===== config.mk =====
export PLATFORM = sky130hd
export DESIGN_NAME = ram16k_wb_ctrl
export DESIGN_NICKNAME = d
export VERILOG_FILES = /design/src/rtl/ram16k_wb_ctrl.sv
export SDC_FILE = /design/constraint.sdc
export NUM_CORES = 1
export LEC_CHECK = 0
export CAP_MARGIN = 20
export CORE_ASPECT_RATIO = 0.75
export CORE_MARGIN = 2
export CORE_UTILIZATION = 30
export DETAILED_ROUTE_END_ITERATION = 12
export GPL_TIMING_DRIVEN = 1
export PLACE_DENSITY = 0.69
export REMOVE_ABC_BUFFERS = 1
export SETUP_SLACK_MARGIN = 0.2
export SLEW_MARGIN = 5
export SYNTH_ARGS = -nofsm -noshare
export SYNTH_HDL_FRONTEND = slang
export SYNTH_SLANG_ARGS = --single-unit

===== constraint.sdc =====
create_clock -name clk_i -period 2.1 [get_ports clk_i]
set_input_delay 0.42 -clock clk_i [delete_from_list [all_inputs] [get_ports clk_i]]
set_output_delay 0.42 -clock clk_i [all_outputs]
set_load 0.01 [all_outputs]

===== src/rtl/ram16k_wb_ctrl.sv =====
`default_nettype none
// ---------------------------------------------------------------------------
// ram16k_wb_ctrl : Wishbone B4 pipelined slave for a 16384x32 sleepable SRAM
// Revision: 1.0
// ---------------------------------------------------------------------------
module ram16k_wb_ctrl #(
  parameter int         IDLE_CYCLES = 64,
  parameter int         WAKE_CYCLES = 4,
  parameter logic [5:0] FUSE        = 6'b000000
) (
  input  logic        clk_i,
  input  logic        rst_ni,
  input  logic        wb_cyc_i,
  input  logic        wb_stb_i,
  input  logic        wb_we_i,
  input  logic [13:0] wb_adr_i,
  input  logic [3:0]  wb_sel_i,
  input  logic [31:0] wb_dat_i,
  output logic [31:0] wb_dat_o,
  output logic        wb_ack_o,
  output logic        wb_stall_o,
  input  logic        sleep_req_i,
  output logic        sleep_o,
  output logic [13:0] ram_ia_o,
  output logic [31:0] ram_i_o,
  output logic [31:0] ram_dm_o,
  output logic        ram_ce_o,
  output logic        ram_we_o,
  output logic        ram_slp_o,
  output logic [5:0]  ram_fo_o,
  input  logic [31:0] ram_a_i
);

  localparam int                IDLE_W     = (IDLE_CYCLES > 2) ? $clog2(IDLE_CYCLES) : 1;
  localparam int                IDLE_MAX_I = (IDLE_CYCLES > 0) ? IDLE_CYCLES - 1 : 0;
  localparam logic [IDLE_W-1:0] IDLE_MAX   = IDLE_W'(IDLE_MAX_I);
  localparam logic [3:0]        WAKE_LAST  = 4'(WAKE_CYCLES - 1);
  localparam logic              AUTO_SLEEP = (IDLE_CYCLES != 0);

  typedef enum logic [1:0] {
    ST_ACTIVE = 2'd0,
    ST_SLEEP  = 2'd1,
    ST_WAKE   = 2'd2
  } state_t;

  state_t            state, state_nx;
  logic [IDLE_W-1:0] idle_cnt, idle_cnt_nx;
  logic [3:0]        wake_cnt, wake_cnt_nx;
  logic              ce, we, ack_pending, was_read;
  logic [13:0]       ia;
  logic [31:0]       wdat, dm, sel_mask;
  logic              req, accept, pipe_empty, idle_hit;

  assign req        = wb_cyc_i & wb_stb_i;
  assign accept     = req & (state == ST_ACTIVE);
  assign pipe_empty = ~ce & ~ack_pending;
  assign idle_hit   = AUTO_SLEEP & (idle_cnt == IDLE_MAX);

  generate
    for (genvar k = 0; k < 4; k++) begin : g_mask
      assign sel_mask[8*k +: 8] = {8{~wb_sel_i[k]}};
    end
  endgenerate

  always_ff @(posedge clk_i or negedge rst_ni) begin
    if (!rst_ni) begin
      state    <= ST_ACTIVE;
      idle_cnt <= '0;
      wake_cnt <= '0;
    end else begin
      state    <= state_nx;
      idle_cnt <= idle_cnt_nx;
      wake_cnt <= wake_cnt_nx;
    end
  end

  // In ACTIVE any strobe is accepted, so a pending request always beats sleep entry.
  always_comb begin
    state_nx    = state;
    idle_cnt_nx = idle_cnt;
    wake_cnt_nx = wake_cnt;
    case (state)
      ST_ACTIVE: begin
        if (accept) begin
          idle_cnt_nx = '0;
        end else if (pipe_empty) begin
          if (idle_hit || sleep_req_i) begin
            state_nx = ST_SLEEP;
          end else if (AUTO_SLEEP && (idle_cnt != IDLE_MAX)) begin
            idle_cnt_nx = idle_cnt + 1'b1;
          end
        end
      end
      ST_SLEEP: begin
        if (req && !sleep_req_i) begin
          state_nx    = ST_WAKE;
          wake_cnt_nx = '0;
        end
      end
      ST_WAKE: begin
        if (wake_cnt == WAKE_LAST) begin
          state_nx    = ST_ACTIVE;
          idle_cnt_nx = '0;
          wake_cnt_nx = '0;
        end else begin
          wake_cnt_nx = wake_cnt + 1'b1;
        end
      end
      default: state_nx = ST_ACTIVE;
    endcase
  end

  always_ff @(posedge clk_i or negedge rst_ni) begin
    if (!rst_ni) begin
      ce          <= 1'b0;
      we          <= 1'b0;
      ia          <= '0;
      wdat        <= '0;
      dm          <= '1;
      ack_pending <= 1'b0;
      was_read    <= 1'b0;
    end else begin
      ce          <= accept;
      we          <= accept & wb_we_i;
      ack_pending <= ce;
      was_read    <= ce & ~we;
      if (accept) begin
        ia   <= wb_adr_i;
        wdat <= wb_dat_i;
        dm   <= wb_we_i ? sel_mask : '1;
      end
    end
  end

  // A dropped cyc suppresses the ack, but a write already on the macro pins completes.
  assign wb_ack_o   = ack_pending & wb_cyc_i;
  assign wb_dat_o   = (wb_ack_o & was_read) ? ram_a_i : '0;
  assign wb_stall_o = (state != ST_ACTIVE);
  assign sleep_o    = (state == ST_SLEEP);
  assign ram_slp_o  = sleep_o;
  assign ram_ce_o   = ce;
  assign ram_we_o   = we;
  assign ram_ia_o   = ia;
  assign ram_i_o    = wdat;
  assign ram_dm_o   = dm;
  assign ram_fo_o   = FUSE;

endmodule
`default_nettype wire


# Word-level counts from Yosys, hierarchy flattened

Index checks and enable logic that the tools add are counted.

Register bits: 94
Logic and storage cells: 66

$add $sub $neg: 2
Equality and inequality tests: 13
Multiplexer cells: 17
Bitwise operators: 14
Reductions and logical operators: 10

Operator list:

| cell                                                  | count |
|---|---|
| 2-to-1 mux 32 bit                                     | 2 |
| 2-to-1 mux 6 bit                                      | 5 |
| one-hot mux 6 bit (2 select lines)                    | 1 |
| 2-to-1 mux 2 bit                                      | 5 |
| AND reduction 5 bit                                   | 2 |
| 2-to-1 mux 4 bit                                      | 2 |
| one-hot mux 4 bit (2 select lines)                    | 1 |
| AND 1 bit                                             | 7 |
| inverter 1 bit                                        | 7 |
| adder 6 x 1 -> 6 bit, second input constant           | 1 |
| equality test 6 bit, second input constant            | 1 |
| inequality test 2 bit, second input constant          | 3 |
| inequality test 3 bit, second input constant          | 2 |
| inequality test 6 bit, second input constant          | 1 |
| one-hot mux 2 bit (3 select lines)                    | 1 |
| nonzero test 2 bit                                    | 3 |
| adder 4 x 1 -> 4 bit, second input constant           | 1 |
| equality test 4 x 2 -> 1 bit, second input constant   | 1 |
| inequality test 2 x 1 -> 1 bit, second input constant | 2 |
| inequality test 3 x 2 -> 1 bit, second input constant | 1 |
| equality test 2 x 1 -> 1 bit, second input constant   | 1 |
| equality test 2 bit, second input constant            | 1 |
| zero test 2 bit                                       | 1 |
| AND reduction 2 bit                                   | 1 |
| other kinds (3)                                       | 3 |

# Longest topological paths before layout

Gate-level depths: netlist of the first run.

Word-level depth: 6
Depth in mapped cells: 7

# Worst setup path after synthesis of the first run

No wires, ideal clock.

Path kind: register to register
From: register state[0]
To: register wdat[0] (netlist: ram_i_o[0])
Arrival: 1.575 ns
Setup slack: 0.401 ns
Cell stages (with the launch flop): 7
Buffers on the path: 3
Cells stage by stage: dfrtp_1 > buf_2 > or2_2 > nor2_1 > buf_4 > buf_6 > mux2_2

Longest elaborated chain between the ends: 2

Ends and longest elaborated chain:

| item                     | RTL line | source |
|---|---|---|
| start: declaration       | 46       | `state_t state, state_nx;` |
| start signal: assignment | 71       | `state <= state_nx;` |
| zero test 2 bit          | 55       | `assign accept = req & (state == ST_ACTIVE);` |
| AND 1 bit                | 55       |  |
| end signal: assignment   | 129      | `wdat <= wb_dat_i;` |
| end: declaration         | 51       | `logic [31:0] wdat, dm, sel_mask;` |

No other way between the ends.
A chain may end at the register's enable or synchronous reset.

# Worst setup path after layout of the first run

From: register state[0]
To: output port wb_stall_o

Longest elaborated chain between the ends: 1

Ends and longest elaborated chain:

| item               | RTL line | source |
|---|---|---|
| nonzero test 2 bit | 138      | `assign wb_stall_o = (state != ST_ACTIVE);` |
| end: declaration   | 21       | `output logic wb_stall_o,` |

No other way between the ends.

==> run_results.csv, run 1 <==
group,metric,value,unit
routing,wl,9033,um
worst_setup_path,crit_type,"reg -> out",
yosys,syn_inst,263,
cts,clk_pin_slew,50,ps
finish,final_cell_area,0.005436,mm2
routing,post-route-drc-count,0,
routing,highest_layer,"met4",
global_route,grt_pass1_wl,13980,um
floorplanning,initial_utilization,30.82,%
yosys,synth_edf_count,0,
worst_setup_path,crit_arrival,1440,ps
timing,max_freq,0.5388,GHz
yosys,yosysTopAreaCell,"dfrtp_1",
routing,antenna_left,0,
place,port-buffer-count,203,
cts,numCtsBuffers,9,
power_and_ir_drop,p_int,4.722,mW
yosys,synth_top_family_by_area,"multiplexers",
yosys,syn_avg_cell_area,12.01,um2
power_and_ir_drop,peakVddDrop,0.0006806,V
routing,wl_met1,3361,um
yosys,synthFlopType,"dfrtp_1",
status,outcome,"finished clean",
power_and_ir_drop,p_leak,2.330,nW
yosys,ys_types,40,
global_route,antenna_found_initial,0,
power_and_ir_drop,pwr-share-comb,44.2,%
yosys,syn_area,0.003159,mm2
routing,wl_met3,1198,um
min_path,hp-class,"in -> async",
floorplanning,core_area,0.01025,mm2
timing,setup_tns,0,ps
routing,drtPass1Iterations,4,
place,place.gp.congestion,0.7281,
yosys,ys_top_cells_by_count,"62 x dfrtp_1, 47 x mux2_2, 37 x buf_4",
worst_setup_path,critPathLaunchType,"flip-flop",
finish,drive_gt1_share,23.30,%
power_and_ir_drop,switchingPower,2.089,mW
yosys,synthTopCellsByArea,"dfrtp_1 49%, mux2_2 17%, buf_4 8.8%",
routing,vias_per_cell,4.489,
routing,drt-wirelength-per-cell,15.28,um
global_route,overflow,0,
yosys,ys_ff_latch,66,
timing,rsz0062_at_grt,"yes",
power_and_ir_drop,switching_share,30.67,%
global_route,grt_max_degree,67,
timing,hold_viol,0,
cts,clock-root-buffer,"clkbuf_16",
finish,antenna_cells,0,
finish,area_delta_synth_final,72.08,%
yosys,synth_warnings,0,
global_route,grt_pass1_vias,2781,
worst_setup_path,cp.required,1680,ps
floorplanning,die-area,0.01138,mm2
cts,clockBufferDepth,2,
yosys,synthAdderAreaFrac,0.7921,%
yosys,yosysTopAreaCellShare,49.11,%
floorplanning,die_height,92.87,um
worst_setup_path,cp_max_fo,10,
timing,slew_viol_final,0,
timing,whs,122.4,ps
timing,fin_crit_sh,88.38,%
yosys,synthMostInstantiatedCell,"dfrtp_1",
power_and_ir_drop,power_density,1253,mW/mm2
floorplanning,die_w,122.5,um
timing,clock_skew,6.140,ps
yosys,seq_area_frac_synth,52.44,%
routing,vias,2653,
power_and_ir_drop,power,6.811,mW
timing,setup_viol,0,
cts,numClockSinks,66,
cts,cts_max_level,3,
yosys,synthSimpleGateAreaFrac,13.86,%
power_and_ir_drop,pwr-share-clk,22.1,%
worst_setup_path,cp-end-kind,"output port",
yosys,synth_compound_area_share,5.267,%
yosys,synth_mux_area_share,16.75,%
run,cap_violations,0,
worst_setup_path,r2r_cells,5,
cts,clock_latency,320,ps
routing,first_iter_violations,78,
floorplanning,rows,32,
power_and_ir_drop,pwr-share-seq,33.8,%
finish,final_nets,541,
place,dpl-instance-area,0.005175,mm2
global_route,track_usage,15.94,%
floorplanning,io_pins,210,
routing,wl_met2,4376,um
timing,layout_min_cycle_time,1856,ps
yosys,async_flop_share,100.0,%
place,post-dp-hpwl,6783,um
cts,cts_tree,"built",
yosys,synth-xor-area-share,0,%
==> worst max-delay path, stage by stage (launching register included) <==
cell,delay (ps)
dfrtp_2,480
or2_2,340
dlygate4sd2_1,300
==> layout make-up <==
cell class,count,area [um2]
well taps,136,170.2
repair buffers,217,2096
multi-input cells,155,1200
fillers,920,4813
clock inverters,2,35.03
flip-flops and latches,66,1658
clock buffers,13,270.3
inverters,2,7.507
==> sequential cells by signal (all words and copies together), names as in the netlist <==
signal and cells:
ram_i_o 32, ram_ia_o 14, idle_cnt 6, ram_dm_o 4, wake_cnt 4, state 2
ack_pending 1, ram_ce_o 1, ram_we_o 1, was_read 1
==> power by group through the flow <==
stage                     sequential [mW]  clock [mW]  combinational [mW]
after floorplan                      2.64           0               0.828
after global placement               2.29           0                3.18
after detailed placement             2.33           0                3.22
after CTS                            2.31        1.57                3.06
after global routing                 2.39        1.61                3.23
final                                2.30        1.50                3.01
==> stage by stage <==
stage	setup slack, ps	utilization (%)	instances
6_report	244.0	53.04	591
5_1_grt	196.5	53.04	591
4_1_cts	189.3	52.80	591
3_5_place_dp	-254.9	50.49	572
3_3_place_gp	-218.7	50.49	572
2_1_floorplan	-1477	-	223
==> logic make-up (layout without fill, tap and decap cells) <==
| kind of cell | after synthesis | count (layout) |
|---|---|---|
| and+or+nand+nor | 77 | 77 |
| AOI/OAI and AO/OA | 23 | 23 |
| buffers and inverters | 47 | 234 |
| other | 1 | 6 |
| adders and majority gates | 2 | 2 |
| DFF | 66 | 66 |
| muxes | 47 | 47 |
==> routing by layer <==
metal / track usage (%) / up-vias
li1: - / 1244
met1: 16.74 / 1264
met2: 27.41 / 138
met3: 8.436 / 7
met4: 5.077 / 0
met5: 0 / -
==> repair_timing <==
action / CTS / global route
cloned: 1 / 0
gates resized for setup: 120 / 16
pin swaps: 1 / 1
buffers inserted: 3 / 0
hold buffers: 0 / 0
setup endpoints to repair: 68 / 33
==> cell usage in the layout (no fill, tap or decap), types with 2 or more instances in the layout <==
cell type / n
nand2b_1: 3
clkdlybuf4s50_1: 133
dlygate4sd2_1: 33
nor2_1: 6
nor2b_1: 2
clkbuf_16: 9
clkdlybuf4s15_1: 16
mux2_2: 47
dlymetal6s2s_1: 4
buf_4: 9
a21oi_1: 3
nand2_1: 11
clkbuf_8: 3
a21o_1: 2
nand3_1: 8
a31oi_1: 4
buf_2: 17
dfrtp_1: 61
ha_1: 2
conb_1: 6
inv_1: 2
and2_1: 33
o21ai_0: 4
nor3_1: 2
o211ai_1: 2
dfstp_2: 4
buf_12: 4
==> final timing paths <==
check	start	endpoint	slack, ps
max in group asynchronous	rst_ni	ram_dm_o[23]	1670
worst min register to register	ram_we_o	was_read	470
worst min-delay path	rst_ni	ram_i_o[25]	120
worst max register to register	ack_pending	idle_cnt[3]	290
min in group clk_i	ram_we_o	was_read	470
worst max-delay path	state[0]	wb_stall_o	240
No activity file was read; power rests on OpenSTA's default activity.
==> run 2: changes to the inputs <==
- PLACE_DENSITY: 0.69 -> unset
- PLACE_DENSITY_LB_ADDON: unset -> 0.3
==> run 2 against run 1 <==
  * Power decreased by 1.5%
  * Sequential cell count stayed put
  * Sequential share of layout area is 0.25 points higher
  * Cell count down 0.17%
  * Register-to-register slack improved by 40 ps
  * Clock skew shrank 1.5 ps
  * Largest power group unchanged
  * Fmax shrank 0.22%
  * Worst hold slack worse by 10 ps
==> run_results.csv, run 2 (synthesized netlist as in run 1, its figures left out) <==
group,metric,value,unit
worst_setup_path,cp_cell_sequence,"buf_4 > or2_2 > clkdlybuf4s15_1",
routing,wl,8400,um
timing,setup_viol,0,
power_and_ir_drop,pwr-share-seq,33.9,%
min_path,hp-class,"in -> async",
global_route,grt_pass1_wl,12790,um
timing,fin_crit_sh,88.58,%
power_and_ir_drop,power_density,1244,mW/mm2
routing,drtPass1Iterations,4,
floorplanning,initial_utilization,30.82,%
place,post-dp-hpwl,6264,um
power_and_ir_drop,p_int,4.618,mW
timing,final.setup.worst_slack,239.9,ps
finish,fillCellCount,902,
routing,vias,2591,
timing,clock_skew,4.687,ps
cts,clockBufferDepth,2,
global_route,track_usage,14.56,%
worst_setup_path,slowest_delay,390,ps
floorplanning,die-area,0.01138,mm2
cts,cts_tree,"built",
worst_setup_path,crit_arrival,1440,ps
global_route,overflow,0,
floorplanning,rows,32,
global_route,antenna_found_initial,0,
cts,clk_pin_slew,60,ps
power_and_ir_drop,pwr-share-comb,44.6,%
place,dp_slack,-293.8,ps
worst_setup_path,critPathLaunchType,"flip-flop",
global_route,grt_max_degree,67,
finish,layout_commonest_cell,"clkdlybuf4s50_1",
cts,clock-root-buffer,"clkbuf_16",
routing,antenna_left,0,
routing,first_iter_violations,29,
floorplanning,io_pins,210,
timing,layout_min_cycle_time,1860,ps
finish,final_nets,539,
finish,final_cell_mix,"133 x clkdlybuf4s50_1, 61 x dfrtp_1, 47 x mux2_2",
floorplanning,core_area,0.01025,mm2
finish,largest_reg_flops,32,
routing,drt-wirelength-per-cell,14.24,um
cts,cts_max_level,3,
cts,clock_latency,320,ps
worst_setup_path,cp.required,1680,ps
timing,hold_viol,0,
worst_setup_path,cp_max_fo,3,
routing,post-route-drc-count,0,
floorplanning,die_w,122.5,um
power_and_ir_drop,p_leak,2.298,nW
cts,numClockSinks,66,
floorplanning,die_height,92.87,um
worst_setup_path,crit_type,"reg -> out",
place,port-buffer-count,203,
power_and_ir_drop,switching_share,31.16,%
timing,slew_viol_final,0,
timing,max_freq,0.5376,GHz
routing,vias_per_cell,4.392,
worst_setup_path,cp-end-kind,"output port",
status,outcome,"finished clean",
power_and_ir_drop,pwr-share-clk,21.5,%
power_and_ir_drop,peakVddDrop,0.0007122,V
timing,whs,112.3,ps
global_route,grt_pass1_vias,2568,
finish,antenna_cells,0,
power_and_ir_drop,power,6.708,mW
power_and_ir_drop,switchingPower,2.090,mW
cts,numCtsBuffers,9,
finish,drive_gt1_share,22.69,%
place,place.gp.congestion,0.8079,
run,cap_violations,0,
worst_setup_path,cpMaxStageDelayCell,"dfrtp_1",
timing,rsz0062_at_grt,"yes",
finish,area_delta_synth_final,70.69,%
run 2: what timing repair did:
| item | in CTS | in global routing |
|---|---|---|
| pin swaps | 1 | 1 |
| hold buffers | 0 | 0 |
| gates resized for setup | 115 | 22 |
| gates cloned | 1 | 0 |
| endpoints found under the setup margin | 68 | 37 |
| buffers inserted | 3 | 0 |
run 2: path summary, 6_finish.rpt:
kind | cells after the start | slack [ps] | end | startpoint
min | 2 | 110 | ram_i_o[14] | rst_ni
max reg2reg | 5 | 330 | idle_cnt[3] | ack_pending
min reg2reg | 1 | 450 | was_read | ram_we_o
min in group clk_i | 1 | 450 | was_read | ram_we_o
max in group asynchronous | 2 | 1670 | ram_dm_o[15] | rst_ni
max | 3 | 240 | wb_stall_o | state[1]
run 2: per-layer routing:
layer,wire length (um),GRT usage [%]
met4,46,3.640
met3,1092,8.621
met2,3956,23.80
met1,3306,16.16
met5,0,0
run 2: layout make-up:
| type | count | area, um2 | area share (%) |
|---|---|---|---|
| Clock buffer | 11 | 232.7 | 4.316 |
| Sequential cell | 66 | 1658 | 30.74 |
| Inverter | 2 | 7.507 | 0.1392 |
| Tap cell | 136 | 170.2 | 3.155 |
| Timing Repair Buffer | 215 | 2077 | 38.52 |
| Multi-Input combinational cell | 155 | 1192 | 22.11 |
| Clock inverter | 5 | 55.05 | 1.021 |
run 2: power groups by stage:
stage	clock network (mW)	logic, mW	registers, mW
2_1_floorplan	0	0.828	2.64
3_3_place_gp	0	3.17	2.28
3_5_place_dp	0	3.21	2.31
5_1_grt	1.56	3.20	2.37
6_report	1.44	2.99	2.27
4_1_cts	1.49	3.04	2.29
run 2: critical path: cells and delay by family (launching register included):
kind	cells	cell delay, ps
and+or+nand+nor	1	330
DFF	1	390
buffers and inverters	2	390
run 2: per-stage QoR:
step	util [%]	instance area, um2	setup TNS, ps	cells
4_1_cts	52.36	5366	0	590
5_1_grt	52.61	5393	0	590
2_1_floorplan	-	2845	-75550	223
3_5_place_dp	50.34	5160	-8871	570
3_3_place_gp	50.34	5160	-7866	570
6_report	52.61	5393	0	590
